[src/rtl/median_pkg.sv]
// Shared types and helpers for the iterative median-selection controller.
package median_pkg;
  typedef enum logic [2:0] {IDLE, CMD, WAIT, CALC, UPD, DONE} state_t;
  typedef enum logic [1:0] {LOW, EQ, LARG} case_t;

  localparam int MID_W = 32;

  // Floored mean with one guard bit so a+b never wraps; callers truncate to DATA_W.
  function automatic logic [MID_W:0] mid(input logic [MID_W-1:0] a, input logic [MID_W-1:0] b);
    return ({1'b0, a} + {1'b0, b}) >> 1;
  endfunction
endpackage

[src/rtl/median_next_ctrl_if.sv]
// Pass-command and pass-statistics handshakes between controller and partition operators.
interface median_next_ctrl_if #(
  parameter int DATA_W = 8,
  parameter int SIZE_W = 11
);
  logic              cmd_valid, cmd_ready;
  logic [DATA_W-1:0] cmd_pivot;
  logic [SIZE_W-1:0] cmd_buff_size, cmd_median_pos;
  logic              stat_valid, stat_ready;
  logic [SIZE_W-1:0] lower_size, equal_size, larger_size;
  logic [DATA_W-1:0] max_lower, min_lower, max_larger, min_larger;

  modport master (
    output cmd_valid, cmd_pivot, cmd_buff_size, cmd_median_pos, stat_ready,
    input  cmd_ready, stat_valid, lower_size, equal_size, larger_size,
           max_lower, min_lower, max_larger, min_larger
  );
  modport slave (
    input  cmd_valid, cmd_pivot, cmd_buff_size, cmd_median_pos, stat_ready,
    output cmd_ready, stat_valid, lower_size, equal_size, larger_size,
           max_lower, min_lower, max_larger, min_larger
  );
endinterface

[src/rtl/median_case_sel.sv]
// CALC stage: classifies where the median lies and precomputes the EQ-case result.
module median_case_sel
  import median_pkg::*;
#(
  parameter int DATA_W    = 8,
  parameter int SIZE_W    = 11,
  parameter bit EVEN_MEAN = 1'b1
) (
  input  logic              clk,
  input  logic              rst_n,
  input  logic              en,
  input  logic [SIZE_W-1:0] lower_size,
  input  logic [SIZE_W-1:0] equal_size,
  input  logic [SIZE_W-1:0] buff_size,
  input  logic [SIZE_W-1:0] median_pos,
  input  logic [DATA_W-1:0] pivot,
  input  logic [DATA_W-1:0] second,
  input  logic [DATA_W-1:0] max_lower,
  output case_t             sel_case,
  output logic [DATA_W-1:0] eq_median
);
  logic [SIZE_W-1:0] le_size;
  case_t             case_d;
  logic [DATA_W-1:0] med_d;

  always_comb begin
    le_size = lower_size + equal_size;
    case_d  = LARG;
    if (lower_size > median_pos)                            case_d = LOW;
    else if (le_size > median_pos || equal_size == buff_size) case_d = EQ;
    // Median sits on the lower/equal boundary: average with the sample just below.
    med_d = pivot;
    if (EVEN_MEAN && lower_size == median_pos)
      med_d = (median_pos == '0) ? DATA_W'(mid(MID_W'(pivot), MID_W'(second)))
                                 : DATA_W'(mid(MID_W'(pivot), MID_W'(max_lower)));
  end

  always_ff @(posedge clk or negedge rst_n) begin
    if (!rst_n) begin
      sel_case  <= LOW;
      eq_median <= '0;
    end else if (en) begin
      sel_case  <= case_d;
      eq_median <= med_d;
    end
  end
endmodule

[src/rtl/median_next_ctrl.sv]
// Iterative median-selection controller: issues partition passes, narrows the
// active partition from returned statistics, and reports the median.
module median_next_ctrl
  import median_pkg::*;
#(
  parameter int DATA_W    = 8,
  parameter int BUFF_SIZE = 1024,
  parameter int SIZE_W    = $clog2(BUFF_SIZE) + 1,
  parameter bit EVEN_MEAN = (BUFF_SIZE % 2) == 0,
  parameter int MAX_ITER  = DATA_W + 2,
  parameter int ITER_W    = $clog2(MAX_ITER + 1)
) (
  input  logic                  clk,
  input  logic                  rst_n,
  input  logic                  start,
  output logic                  busy,
  median_next_ctrl_if.master    bus,
  output logic                  median_valid,
  output logic [DATA_W-1:0]     median_out,
  output logic                  iter_overflow,
  output logic [ITER_W-1:0]     iter_count
);
  localparam logic [DATA_W-1:0] PIVOT_RST = DATA_W'((1 << (DATA_W - 1)) - 1);
  localparam logic [SIZE_W-1:0] SIZE_RST  = SIZE_W'(BUFF_SIZE);
  localparam logic [SIZE_W-1:0] POS_RST   = SIZE_W'(BUFF_SIZE / 2);
  localparam logic [ITER_W-1:0] ITER_CAP  = ITER_W'(MAX_ITER);

  state_t            state, state_d;
  logic [DATA_W-1:0] pivot_q, second_q, median_q;
  logic [SIZE_W-1:0] bsize_q, pos_q;
  logic [ITER_W-1:0] iter_q, iter_inc;
  logic              ovf_q;
  logic [SIZE_W-1:0] lower_q, equal_q, larger_q, pos_larg;
  logic [DATA_W-1:0] maxl_q, minl_q, maxg_q, ming_q, piv_low, piv_larg;
  case_t             sel_case;
  logic [DATA_W-1:0] eq_median;

  assign busy               = (state != IDLE);
  assign bus.cmd_valid      = (state == CMD);
  assign bus.stat_ready     = (state == WAIT);
  assign median_valid       = (state == DONE);
  assign bus.cmd_pivot      = pivot_q;
  assign bus.cmd_buff_size  = bsize_q;
  assign bus.cmd_median_pos = pos_q;
  assign median_out         = median_q;
  assign iter_overflow      = ovf_q;
  assign iter_count         = iter_q;

  median_case_sel #(.DATA_W(DATA_W), .SIZE_W(SIZE_W), .EVEN_MEAN(EVEN_MEAN)) u_case_sel (
    .clk(clk), .rst_n(rst_n), .en(state == CALC),
    .lower_size(lower_q), .equal_size(equal_q), .buff_size(bsize_q), .median_pos(pos_q),
    .pivot(pivot_q), .second(second_q), .max_lower(maxl_q),
    .sel_case(sel_case), .eq_median(eq_median)
  );

  always_comb begin
    piv_low  = DATA_W'(mid(MID_W'(maxl_q), MID_W'(minl_q)));
    piv_larg = DATA_W'(mid(MID_W'(maxg_q), MID_W'(ming_q)));
    pos_larg = pos_q - (lower_q + equal_q);
    iter_inc = iter_q + ITER_W'(1);
  end

  always_comb begin
    state_d = state;
    case (state)
      IDLE:    if (start) state_d = CMD;
      CMD:     if (bus.cmd_ready) state_d = WAIT;
      WAIT:    if (bus.stat_valid) state_d = CALC;
      CALC:    state_d = UPD;
      UPD:     state_d = (sel_case == EQ || iter_inc == ITER_CAP) ? DONE : CMD;
      DONE:    state_d = IDLE;
      default: state_d = IDLE;
    endcase
  end

  always_ff @(posedge clk or negedge rst_n) begin
    if (!rst_n) state <= IDLE;
    else        state <= state_d;
  end

  always_ff @(posedge clk or negedge rst_n) begin
    if (!rst_n) begin
      pivot_q <= PIVOT_RST; second_q <= PIVOT_RST; bsize_q <= SIZE_RST; pos_q <= POS_RST;
      iter_q  <= '0; ovf_q <= 1'b0; median_q <= '0;
      lower_q <= '0; equal_q <= '0; larger_q <= '0;
      maxl_q  <= '0; minl_q  <= '0; maxg_q   <= '0; ming_q <= '0;
    end else begin
      case (state)
        IDLE: if (start) begin
          pivot_q <= PIVOT_RST; second_q <= PIVOT_RST; bsize_q <= SIZE_RST; pos_q <= POS_RST;
          iter_q  <= '0; ovf_q <= 1'b0;
        end
        WAIT: if (bus.stat_valid) begin
          lower_q <= bus.lower_size; equal_q <= bus.equal_size; larger_q <= bus.larger_size;
          maxl_q  <= bus.max_lower;  minl_q  <= bus.min_lower;
          maxg_q  <= bus.max_larger; ming_q  <= bus.min_larger;
        end
        UPD: begin
          iter_q <= iter_inc;
          case (sel_case)
            LOW: begin
              pivot_q <= piv_low;
              bsize_q <= lower_q;
              if (iter_inc == ITER_CAP) begin ovf_q <= 1'b1; median_q <= piv_low; end
            end
            LARG: begin
              pivot_q <= piv_larg;
              bsize_q <= larger_q;
              pos_q   <= pos_larg;
              // Median now at the bottom of the larger partition; remember its lower neighbour.
              if (pos_larg == '0) second_q <= (equal_q == '0) ? maxl_q : pivot_q;
              if (iter_inc == ITER_CAP) begin ovf_q <= 1'b1; median_q <= piv_larg; end
            end
            default: median_q <= eq_median;
          endcase
        end
        default: ;
      endcase
    end
  end
endmodule

[src/flat_wrapper.sv]
// flat-port wrapper written by rule: the top's interface ports become plain ports
module median_next_ctrl_flat import median_pkg::*;
#(
  parameter int DATA_W    = 8,
  parameter int BUFF_SIZE = 1024,
  parameter int SIZE_W    = $clog2(BUFF_SIZE) + 1,
  parameter bit EVEN_MEAN = (BUFF_SIZE % 2) == 0,
  parameter int MAX_ITER  = DATA_W + 2,
  parameter int ITER_W    = $clog2(MAX_ITER + 1)
)
  (clk, rst_n, start, busy, median_valid, median_out, iter_overflow, iter_count, bus_cmd_valid, bus_cmd_pivot, bus_cmd_buff_size, bus_cmd_median_pos, bus_stat_ready, bus_cmd_ready, bus_stat_valid, bus_lower_size, bus_equal_size, bus_larger_size, bus_max_lower, bus_min_lower, bus_max_larger, bus_min_larger);
  median_next_ctrl_if #(.DATA_W(DATA_W), .SIZE_W(SIZE_W)) bus_i ();
  input  logic clk;
  input  logic rst_n;
  input  logic start;
  output logic busy;
  output logic median_valid;
  output logic [DATA_W-1:0] median_out;
  output logic iter_overflow;
  output logic [ITER_W-1:0] iter_count;
  output wire logic [$bits(bus_i.cmd_valid)-1:0] bus_cmd_valid;
  output wire logic [$bits(bus_i.cmd_pivot)-1:0] bus_cmd_pivot;
  output wire logic [$bits(bus_i.cmd_buff_size)-1:0] bus_cmd_buff_size;
  output wire logic [$bits(bus_i.cmd_median_pos)-1:0] bus_cmd_median_pos;
  output wire logic [$bits(bus_i.stat_ready)-1:0] bus_stat_ready;
  input wire logic [$bits(bus_i.cmd_ready)-1:0] bus_cmd_ready;
  input wire logic [$bits(bus_i.stat_valid)-1:0] bus_stat_valid;
  input wire logic [$bits(bus_i.lower_size)-1:0] bus_lower_size;
  input wire logic [$bits(bus_i.equal_size)-1:0] bus_equal_size;
  input wire logic [$bits(bus_i.larger_size)-1:0] bus_larger_size;
  input wire logic [$bits(bus_i.max_lower)-1:0] bus_max_lower;
  input wire logic [$bits(bus_i.min_lower)-1:0] bus_min_lower;
  input wire logic [$bits(bus_i.max_larger)-1:0] bus_max_larger;
  input wire logic [$bits(bus_i.min_larger)-1:0] bus_min_larger;
  assign bus_cmd_valid = bus_i.cmd_valid;
  assign bus_cmd_pivot = bus_i.cmd_pivot;
  assign bus_cmd_buff_size = bus_i.cmd_buff_size;
  assign bus_cmd_median_pos = bus_i.cmd_median_pos;
  assign bus_stat_ready = bus_i.stat_ready;
  assign bus_i.cmd_ready = bus_cmd_ready;
  assign bus_i.stat_valid = bus_stat_valid;
  assign bus_i.lower_size = bus_lower_size;
  assign bus_i.equal_size = bus_equal_size;
  assign bus_i.larger_size = bus_larger_size;
  assign bus_i.max_lower = bus_max_lower;
  assign bus_i.min_lower = bus_min_lower;
  assign bus_i.max_larger = bus_max_larger;
  assign bus_i.min_larger = bus_min_larger;
  median_next_ctrl #(.DATA_W(DATA_W), .BUFF_SIZE(BUFF_SIZE), .SIZE_W(SIZE_W), .EVEN_MEAN(EVEN_MEAN), .MAX_ITER(MAX_ITER), .ITER_W(ITER_W)) u_core (.clk(clk), .rst_n(rst_n), .start(start), .busy(busy), .bus(bus_i), .median_valid(median_valid), .median_out(median_out), .iter_overflow(iter_overflow), .iter_count(iter_count));
endmodule
[config.mk]
export PLATFORM = sky130hd
export DESIGN_NAME = median_next_ctrl_flat
export DESIGN_NICKNAME = d
export VERILOG_FILES = /design/src/rtl/median_pkg.sv /design/src/rtl/median_next_ctrl_if.sv /design/src/rtl/median_case_sel.sv /design/src/rtl/median_next_ctrl.sv /design/src/flat_wrapper.sv
export SDC_FILE = /design/constraint.sdc
export NUM_CORES = 1
export LEC_CHECK = 0
export ABC_AREA = 1
export ABC_CLOCK_PERIOD_IN_PS = 5300
export CAP_MARGIN = 15
export CELL_PAD_IN_SITES_DETAIL_PLACEMENT = 1
export CELL_PAD_IN_SITES_GLOBAL_PLACEMENT = 1
export CORE_MARGIN = 8
export CORE_UTILIZATION = 45
export CTS_CLUSTER_SIZE = 30
export DETAILED_ROUTE_END_ITERATION = 6
export MAX_ROUTING_LAYER = met4
export PLACE_DENSITY = 0.93
export SLEW_MARGIN = 30
export SYNTH_ARGS = -nofsm -noshare
export SYNTH_HDL_FRONTEND = slang
export SYNTH_HIERARCHICAL = 1
export SYNTH_SLANG_ARGS = --single-unit
[constraint.sdc]
create_clock -name clk -period 5.3 [get_ports clk]
set_input_delay 1.06 -clock clk [delete_from_list [all_inputs] [get_ports clk]]
set_output_delay 1.06 -clock clk [all_outputs]
set_load 0.03 [all_outputs]
==> key figures <==
STA
  – Slew Viols, Final: 0
  – Hold_ws: 0.492 ns
  – Worst slew margin: 45.9%
  – Crit share post-route: 60.5%
  – Final hold vios: 0
  – Final setup viols: 0
  – RSZ-0062 raised after global routing: no
  – Final Skew: 0.00659 ns
  – Fmax achieved: 312 MHz
  – Worst-margin pin slew: 0.809 ns
  – Post-layout min period: 3.21 ns
  – Final setup TNS: 0 ns

Synth
  – Asr flop ratio synth: 100%
  – Synth top area cells: dfrtp_1 (33%), nand2_1 (9.7%), ha_1 (9.6%)
  – Syn Nets: 1,153
  – Ys Warns: 6
  – Post-synth top area cell: dfrtp_1
  – Number of enable flip-flop cells after synthesis: 0
  – Simple-gate share of the synthesized area: 21.6%
  – Synth Area in Adders: 12.9%
  – Ys flop type: dfrtp_1
  – Mapped Cells: 1,004
  – Mux cell area share after synthesis: 6.25%
  – Largest family of logic cells by synthesized area: simple AND/OR/NAND/NOR gates
  – Sequential element share of the synthesized area: 38.3%
  – Cell variety after synth: 46
  – Mean area per synthesized cell: 8.44 um^2
  – Synth Area in Compound Gates: 10.9%
  – Synth Area in XOR/XNOR: 3.62%
  – Mapped cell area: 0.00847 mm^2
  – Synthesized flop and latch total: 129
  – Top cell type's share of synthesized area: 33.4%

Layout
  – Area growth syn-to-layout: 23.1%
  – FILL cells: 2,176
  – Net count, final: 1,268
  – Layout cells sized above 1: 11.5%
  – Leading cell type in the layout, fill and taps excluded: nand2_1
  – Design Area, Final: 0.0104 mm^2
  – Most frequent cells in the layout: nand2_1 (218), clkdlybuf4s50_1 (115), dfrtp_1 (113)
  – Ant. Diodes: 0
  – Final core utilization: 56.1%

Critical path
  – Worst Path Required: 5.61 ns
  – Type of origin of the critical path: flop
  – Crit-path max FO: 9
  – Crit-path slowest cell: dfrtp_1
  – Crit path top cell by count: nand2_1
  – WS Path Type: flop to flop
  – CP arrival: 3.52 ns
  – Crit. Startpoint: u_core/bus.cmd_median_pos[0]
  – Worst Setup End Kind: flop
  – R2R Path Start: u_core/bus.cmd_median_pos[0]
  – R2r setup slk: 2.09 ns
  – Critical-path cell list: nor2_1, nand2_2, nor2_4, nand2_4, inv_1, nand2_1, nand2_1, ha_1, a21oi_1, nand2_1, nand2_1, nand2_1, a21oi_1, nor2_1, o21ai_0, a21o_1, nand2_1
  – Largest stage delay, worst path: 0.52 ns

Global routing
  – Number of global-route vias before repair: 8,484
  – Largest net degree at the start of global routing: 84
  – Total gr overflow: 0
  – GRT Total Usage: 25.8%
  – First-pass GRT wire length: 46,600 um
  – Initial antenna violation count: 0

Routing
  – Drt wl/cell: 21.6 um
  – Highest Signal Layer: met4
  – Residual DRC: 0
  – Via density: 5.72
  – Met1 WL: 12,600 um
  – DR WL met2: 14,500 um
  – Met3 WL: 1470 um
  – Final WL: 29,500 um
  – Starting DRT DRC Count: 412
  – Final antenna-violating net count: 0
  – Routed vias: 7,808
  – First drt pass iteration count: 7

Floorplan
  – Height of the die: 153 um
  – Starting Density: 45.6%
  – # IOs: 117
  – Die X: 153 um
  – Die area: 0.0235 mm^2
  – FP Rows: 50
  – Core area: 0.0186 mm^2

Clock network
  – Root buf cell: clkbuf_16
  – TritonCTS clock tree: done
  – # resized after CTS: 0
  – # H-tree levels: 4
  – Post-CTS setup buffers: 0
  – Reg clk slew, reported paths: 0.06 ns
  – Post-CTS Hold Buffers: 0
  – TritonCTS Buffers: 17
  – CTS sink count: 129
  – Maximum buffer depth of the clock tree: 2
  – Clock latency on the worst-skew pair: 0.42 ns

Placement
  – Post-DP HPWL: 21,600 um
  – Final GP Congestion: 0.883
  – IO Port Bufs: 116
  – Cell area after placement: 0.00984 mm^2

Job
  – Max Cap Violations: 0

Outcome
  – Status: finished, final reports clean

Worst hold path
  – Min-delay worst type: flop to flop
  – Worst min-delay path startpoint: u_core/second_q[4]
[cell type report]
type	count	area, um^2	share of cell area [%]
clock buffer	20	447	4.28
clock inverter	11	139	1.33
inverter	116	435	4.17
multi-input combinational	737	4700	45.0
sequential	129	3250	31.1
tap	234	293	2.81
timing repair buffer	118	1170	11.2
[sequential cells by signal, indices dropped and copies added (netlist names)]
| signal | cells |
|---|---|
| u_core/bus.cmd_buff_size | 11 |
| u_core/bus.cmd_median_pos | 11 |
| u_core/bus.cmd_pivot | 8 |
| u_core/equal_q | 11 |
| u_core/iter_count | 4 |
| u_core/iter_overflow | 1 |
| u_core/larger_q | 11 |
| u_core/lower_q | 11 |
| u_core/maxg_q | 8 |
| u_core/maxl_q | 8 |
| u_core/median_out | 8 |
| u_core/ming_q | 8 |
| u_core/minl_q | 8 |
| u_core/second_q | 8 |
| u_core/state | 3 |
| u_core/u_case_sel/eq_median | 8 |
| u_core/u_case_sel/sel_case | 2 |
[path summary, 6_finish.rpt]
path / endpoint / depth (start not counted)
worst max-delay path: u_core/u_case_sel/eq_median[7] / 17
worst min-delay path: u_core/second_q[4] / 2
worst max register to register: u_core/u_case_sel/eq_median[7] / 17
worst min register to register: u_core/second_q[4] / 2
max in group asynchronous: u_core/bus.cmd_pivot[3] / 2
min in group asynchronous: u_core/larger_q[1] / 1
[metal layers]
metal  global-route usage (%)  up-vias
met5                        -        -
met4                     10.7        0
met3                     4.68       71
met2                     42.6      260
met1                     30.7     3908
li1                         -     3569
[per-stage QoR]
| step | cells | worst slack [ns] |
|---|---|---|
| finish | 1365 | 2.09 |
| floorplan | 1004 | 2.56 |
| global route | 1365 | 1.95 |
| global placement | 1334 | 2.38 |
| CTS | 1365 | 2.17 |
| detailed placement | 1334 | 2.28 |
[Yosys cell counts, types with 4 or more instances]
library cell,count
dfstp_2,16
nor2_4,4
o22ai_1,4
inv_1,109
o21bai_1,6
buf_2,9
mux2_2,47
dfrtp_1,113
fa_1,14
o21ai_1,4
nor2_1,75
nand2_4,4
xnor2_1,9
inv_2,7
o211ai_1,8
clkbuf_1,8
a21oi_1,74
ha_1,65
buf_4,4
o21ai_0,44
a21oi_2,4
a31oi_1,9
nor4_1,5
xor2_1,26
nor3_1,7
nand3_1,73
nand4_1,4
nand2_1,219
nand3b_1,4
nor2_2,5
[critical path, delay by kind of cell, from the launching register on]
family | cells | cell delay [ns]
and+or+nand+nor | 11 | 1.22
DFF | 1 | 0.52
adders and majority gates | 1 | 0.28
buffers and inverters | 1 | 0.19
AOI/OAI and AO/OA | 4 | 0.88
[cells by family (layout without fill, tap and decap cells)]
group	Yosys count	in the layout
flops	129	129
simple gates	412	412
buf+inv	138	265
xor+xnor	35	35
mux	47	47
fa+ha+maj	79	79
compound gates	164	164
Power is not shown: default switching activity piles up to over one toggle a cycle in this logic, so the estimate is an artifact.
